==> config.mk <==
export PLATFORM = sky130hd
export DESIGN_NAME = vga_sync_gen
export DESIGN_NICKNAME = d
export VERILOG_FILES = /design/src/rtl/vga_sync_gen.sv
export SDC_FILE = /design/constraint.sdc
export NUM_CORES = 1
export LEC_CHECK = 0
export ABC_AREA = 0
export BUFFER_PORTS_ARGS = -buffer_cell sky130_fd_sc_hd__buf_2
export CAP_MARGIN = 20
export CELL_PAD_IN_SITES_DETAIL_PLACEMENT = 1
export CELL_PAD_IN_SITES_GLOBAL_PLACEMENT = 1
export CORE_AREA = 2 2 75 105
export DETAILED_ROUTE_END_ITERATION = 10
export DIE_AREA = 0 0 77 107
export PLACE_DENSITY_LB_ADDON = 0.1
export REMOVE_ABC_BUFFERS = 1
export SYNTH_ARGS = -nofsm -noshare
export SYNTH_HDL_FRONTEND = slang
export SYNTH_SLANG_ARGS = --single-unit
==> constraint.sdc <==
create_clock -name clk -period 2.4 [get_ports clk]
set_input_delay 0.48 -clock clk [delete_from_list [all_inputs] [get_ports clk]]
set_output_delay 0.48 -clock clk [all_outputs]
set_load 0.005 [all_outputs]
==> src/rtl/vga_sync_gen.sv <==
// vga_sync_gen: VGA raster timing generator.
// Advances an (h_cnt, v_cnt) raster position on each pixel_tick and presents
// the registered decode of that position (sync levels, active-video flag,
// coordinates and start-of-line/frame strobes) one clk later.
module vga_sync_gen #(
  parameter int   H_ACTIVE    = 640,
  parameter int   H_FRONT     = 16,
  parameter int   H_SYNC      = 96,
  parameter int   H_BACK      = 48,
  parameter int   V_ACTIVE    = 480,
  parameter int   V_FRONT     = 10,
  parameter int   V_SYNC      = 2,
  parameter int   V_BACK      = 33,
  parameter logic SYNC_ACTIVE = 1'b0,
  localparam int  H_TOTAL     = H_ACTIVE + H_FRONT + H_SYNC + H_BACK,
  localparam int  V_TOTAL     = V_ACTIVE + V_FRONT + V_SYNC + V_BACK,
  localparam int  HW          = $clog2(H_TOTAL),
  localparam int  VW          = $clog2(V_TOTAL)
) (
  input  logic          clk,
  input  logic          reset,
  input  logic          pixel_tick,
  output logic          hsync,
  output logic          vsync,
  output logic          video_on,
  output logic [HW-1:0] x,
  output logic [VW-1:0] y,
  output logic          pixel_valid,
  output logic          line_start,
  output logic          frame_start
);

  // Per-axis raster region
  localparam logic [1:0] ST_ACTIVE = 2'd0;
  localparam logic [1:0] ST_FRONT  = 2'd1;
  localparam logic [1:0] ST_SYNC   = 2'd2;
  localparam logic [1:0] ST_BACK   = 2'd3;

  // Counter values at which each region begins
  localparam logic [HW-1:0] H_FP_AT = HW'(H_ACTIVE);
  localparam logic [HW-1:0] H_SY_AT = HW'(H_ACTIVE + H_FRONT);
  localparam logic [HW-1:0] H_BP_AT = HW'(H_ACTIVE + H_FRONT + H_SYNC);
  localparam logic [HW-1:0] H_LAST  = HW'(H_TOTAL - 1);
  localparam logic [VW-1:0] V_FP_AT = VW'(V_ACTIVE);
  localparam logic [VW-1:0] V_SY_AT = VW'(V_ACTIVE + V_FRONT);
  localparam logic [VW-1:0] V_BP_AT = VW'(V_ACTIVE + V_FRONT + V_SYNC);
  localparam logic [VW-1:0] V_LAST  = VW'(V_TOTAL - 1);

  logic [HW-1:0] h_cnt_q, h_cnt_d;
  logic [VW-1:0] v_cnt_q, v_cnt_d;
  logic [1:0]    h_st_q, h_st_d;
  logic [1:0]    v_st_q, v_st_d;
  logic          h_wrap, v_wrap;

  logic          hsync_q, vsync_q, video_on_q;
  logic [HW-1:0] x_q;
  logic [VW-1:0] y_q;
  logic          pixel_valid_q, line_start_q, frame_start_q;

  // Region the horizontal FSM enters when the counter moves to n
  function automatic logic [1:0] h_step(input logic [HW-1:0] n, input logic [1:0] s);
    logic [1:0] r;
    r = s;
    if (n == '0)           r = ST_ACTIVE;
    else if (n == H_FP_AT) r = ST_FRONT;
    else if (n == H_SY_AT) r = ST_SYNC;
    else if (n == H_BP_AT) r = ST_BACK;
    return r;
  endfunction

  // Region the vertical FSM enters when the line counter moves to n
  function automatic logic [1:0] v_step(input logic [VW-1:0] n, input logic [1:0] s);
    logic [1:0] r;
    r = s;
    if (n == '0)           r = ST_ACTIVE;
    else if (n == V_FP_AT) r = ST_FRONT;
    else if (n == V_SY_AT) r = ST_SYNC;
    else if (n == V_BP_AT) r = ST_BACK;
    return r;
  endfunction

  assign h_wrap = (h_cnt_q == H_LAST);
  assign v_wrap = (v_cnt_q == V_LAST);

  // Next raster position and region; vertical only moves on line wrap
  always_comb begin
    h_cnt_d = h_cnt_q;
    v_cnt_d = v_cnt_q;
    h_st_d  = h_st_q;
    v_st_d  = v_st_q;
    if (pixel_tick) begin
      h_cnt_d = h_wrap ? '0 : h_cnt_q + 1'b1;
      h_st_d  = h_step(h_cnt_d, h_st_q);
      if (h_wrap) begin
        v_cnt_d = v_wrap ? '0 : v_cnt_q + 1'b1;
        v_st_d  = v_step(v_cnt_d, v_st_q);
      end
    end
  end

  // Raster counters and region FSMs
  always_ff @(posedge clk) begin
    if (reset) begin
      h_cnt_q <= '0;
      v_cnt_q <= '0;
      h_st_q  <= ST_ACTIVE;
      v_st_q  <= ST_ACTIVE;
    end else begin
      h_cnt_q <= h_cnt_d;
      v_cnt_q <= v_cnt_d;
      h_st_q  <= h_st_d;
      v_st_q  <= v_st_d;
    end
  end

  // Output stage: latch the decode of the current position on each tick
  always_ff @(posedge clk) begin
    if (reset) begin
      hsync_q       <= ~SYNC_ACTIVE;
      vsync_q       <= ~SYNC_ACTIVE;
      video_on_q    <= 1'b0;
      x_q           <= '0;
      y_q           <= '0;
      pixel_valid_q <= 1'b0;
      line_start_q  <= 1'b0;
      frame_start_q <= 1'b0;
    end else if (pixel_tick) begin
      hsync_q       <= (h_st_q == ST_SYNC) ? SYNC_ACTIVE : ~SYNC_ACTIVE;
      vsync_q       <= (v_st_q == ST_SYNC) ? SYNC_ACTIVE : ~SYNC_ACTIVE;
      video_on_q    <= (h_st_q == ST_ACTIVE) && (v_st_q == ST_ACTIVE);
      x_q           <= h_cnt_q;
      y_q           <= v_cnt_q;
      pixel_valid_q <= 1'b1;
      line_start_q  <= (h_cnt_q == '0);
      frame_start_q <= (h_cnt_q == '0) && (v_cnt_q == '0);
    end else begin
      pixel_valid_q <= 1'b0;
      line_start_q  <= 1'b0;
      frame_start_q <= 1'b0;
    end
  end

  assign hsync       = hsync_q;
  assign vsync       = vsync_q;
  assign video_on    = video_on_q;
  assign x           = x_q;
  assign y           = y_q;
  assign pixel_valid = pixel_valid_q;
  assign line_start  = line_start_q;
  assign frame_start = frame_start_q;

endmodule

==> results.toml <==
[hold_path]
min_path_type = "flip-flop to flip-flop"
min_path_cells = 2

[power_and_ir_drop]
power.share.clock_pct = 36.0
power_leakage_nw = 1.29
combPwrFrac_pct = 5.9
p_per_area_mw_per_mm2 = 459
switchingPower_mw = 0.343
vdd_drop_max_mv = 0.257
swShare_pct = 23.7
p_seq_share_pct = 58.1
intPower_mw = 1.10
p_total_mw = 1.45

[logic_synthesis]
syn_area_per_cell_um2 = 8.11
synth-edff-count = 0
synthSimpleGateAreaFrac_pct = 28.8
synth_seq_area_share_pct = 36.2
synth_xor_area_share_pct = 6.02
synth.area.mux_share_pct = 8.69
synth.cell_area_mm2 = 0.00277
ys.warnings.count = 0
synthArstFlopShare_pct = 0
ys.flop_type = "dfxtp_1"
synth_top_family_by_area = "simple AND/OR/NAND/NOR gates"
synth-compound-area-share_pct = 11.9
postSynthCellCount = 341
synthAdderAreaFrac_pct = 2.26
synth_seq_cells = 50
ys_types = 53

[setup_path]
cp_num_cells = 7
crit_type = "flip-flop to flip-flop"
required_ns = 2.64
crit_top_cell = "o21ai_1"
crit_path_start_kind = "flip-flop"
r2r_cells = 7
critPathMaxFanout = 7
slowest_stage = "or4b_4"
worstPathCellList = "nor3_4 -> a211oi_1 -> o32a_1 -> or4b_4 -> nor3_2 -> o21ai_1 -> o21ai_1"
critPathArrivalTime_ns = 2.50
slowest_delay_ns = 0.56
cp_top_family = "simple AND/OR/NAND/NOR gates"
worstSetupEndpointType = "flip-flop"
path_buf_inv = 0

[global_route]
gr-total-overflow = 0
grt_antenna_before_repair = 0
grt_pass1_wl_um = 12400
grt.total_usage_pct = 19.2
grt_max_degree = 19
grt_pass1_vias = 2493

[floorplanning]
dieArea_mm2 = 0.00824
initial_utilization_pct = 37.8
dieHeight_um = 107
core_area_mm2 = 0.00731
num_io_pins = 29
fp-row-count = 37
die_x_um = 77

[clock_network]
cts_buffer_depth = 2
clockRootBuffer = "clkbuf_8"
cts_made_buffers = 5
insertion_delay_ns = 0.31
hold_buffers = 0
clk_pin_slew_ns = 0.10
tritoncts = "yes"
cts_sinks = 50
cts_max_level = 2

[placement]
gp_congestion = 0.900
dp.cells = 457
io_buffers = 28
place_hpwl_um = 5560

[layout]
fill_cells = 916
syn2layout_area_growth_pct = 14.0
final_common_cell = "nor2_1"
finalNonFillerCells = 466
drive_gt1_share_pct = 20.3
insertedDiodeCount = 0
most-common-layout-cells = "48 x nor2_1, 47 x dfxtp_1, 28 x buf_2, 27 x nand2_1, 24 x mux2i_1"
utilization_pct = 43.1
fin_nets = 376

[route]
routed_wl_um = 7410
vias = 2469
drc = 0
drt-pass1-iter-count = 4
ant_nets = 0
wl_per_cell_um = 15.9
first_iter_violations = 73
vias_per_cell = 5.30

[timing]
hold_viol_final = 0
finalCriticalPeriod_ns = 2.26
rsz0062_at_grt = "false"
finalSetupViolCount = 0
finClkSkew_ns = 0.0115
period_share_pct = 94.1
worst_pin_slew_ns = 0.492
max-slew-margin-rel_pct = 66.9
fmax_ghz = 0.443
finalMaxSlewViolations = 0

[run_status]
status = "complete, no violations"

[flow_run]
cap_violations = 0
[power by group through the flow]
stage | clock [mW] | sequential (mW) | combinational, mW
floorplan | 0 | 0.864 | 0.0293
global placement | 0 | 0.860 | 0.0863
detailed placement | 0 | 0.860 | 0.0873
CTS | 0.547 | 0.841 | 0.0876
global route | 0.574 | 0.842 | 0.0942
finish | 0.520 | 0.841 | 0.0855
[worst min-delay path, stage by stage, from the launching register on]
cell,delay [ns]
dfxtp_1,0.31
nand2_1,0.06
a21oi_1,0.05
[synthesized netlist by cell type (all sizes together), types with 2 or more instances]
master / number / share of area, %
nand4: 5 / 1.7
nor3: 16 / 3.9
or3: 2 / 0.45
clkbuf: 19 / 2.6
or4b: 3 / 1.2
nor4: 4 / 1.4
buf: 11 / 2.4
and2: 3 / 0.68
nand2: 28 / 4.1
dfxtp: 50 / 36
inv: 8 / 1.1
mux2i: 24 / 8.7
o31ai: 3 / 0.81
and3: 5 / 1.3
a21o: 2 / 0.54
or2: 2 / 0.45
nor2b: 3 / 0.68
o22ai: 3 / 0.68
o21ai: 11 / 2.0
xnor2: 11 / 3.5
nand2b: 5 / 1.1
nand3: 20 / 3.6
nor2: 48 / 6.5
nand3b: 2 / 0.54
a21oi: 23 / 4.2
a211oi: 2 / 0.54
ha: 5 / 2.3
a31oi: 3 / 0.68
xor2: 8 / 2.5
[stage by stage]
step | cell area (um2) | setup TNS, ns | worst slack [ns] | hold WS, ns
finish | 3150 | 0 | 0.141 | 0.466
detailed placement | 3050 | 0 | 0.0314 | 0.460
global placement | 3050 | 0 | 0.120 | 0.453
global route | 3150 | 0 | 0.0114 | 0.501
floorplan | 2630 | -0.00619 | -0.00619 | 0.455
CTS | 3140 | 0 | 0.0431 | 0.474
[worst paths after layout]
path / startpoint / slack, ns / to
min: x[8] / 0.47 / x[8]
max reg2reg: h_cnt_q[5] / 0.14 / h_st_q[0]
max: h_cnt_q[5] / 0.14 / h_st_q[0]
min reg2reg: x[8] / 0.47 / x[8]
[kinds of logic after synthesis]
kind of cell | after synthesis
adder cells (fa/ha/maj) | 5
buffers and inverters | 38
XOR/XNOR | 19
multiplexers | 24
AO/OA/AOI/OAI | 55
AND/OR/NAND/NOR | 150
flip-flops | 50
[routing by layer]
metal	vias to the layer above	wire [um]	share of wire (%)	global-route usage (%)
li1	1226	-	-	-
met1	1203	3100	42	21.4
met2	31	4000	54	36.5
met3	9	138	1.9	3.03
met4	0	163	2.2	7.14
met5	-	0	0	0
[area by class of cell]
type                            instances  area, um2  share of cell area (%)
Tap cell                               97        121                    3.85
Inverter                                8       30.0                   0.952
Clock buffer                            7       86.3                    2.74
Multi-Input combinational cell        253       1600                    50.8
Timing Repair Buffer                   50        305                    9.68
Sequential cell                        50       1000                    31.9
Clock inverter                          1       5.00                   0.159
[sequential cells by signal, indices dropped and copies added, names as in the netlist, 2 cells and up]
signal,cells
h_cnt_q,10
x,10
v_st_q,2
y,10
v_cnt_q,10
h_st_q,2
[what timing repair did]
action	4_1_cts	5_1_grt
setup buffers	1	0
gates resized for setup	0	6
pin swaps	1	1
setup endpoints to repair	1	5
Power figures use the tool's default switching activity.
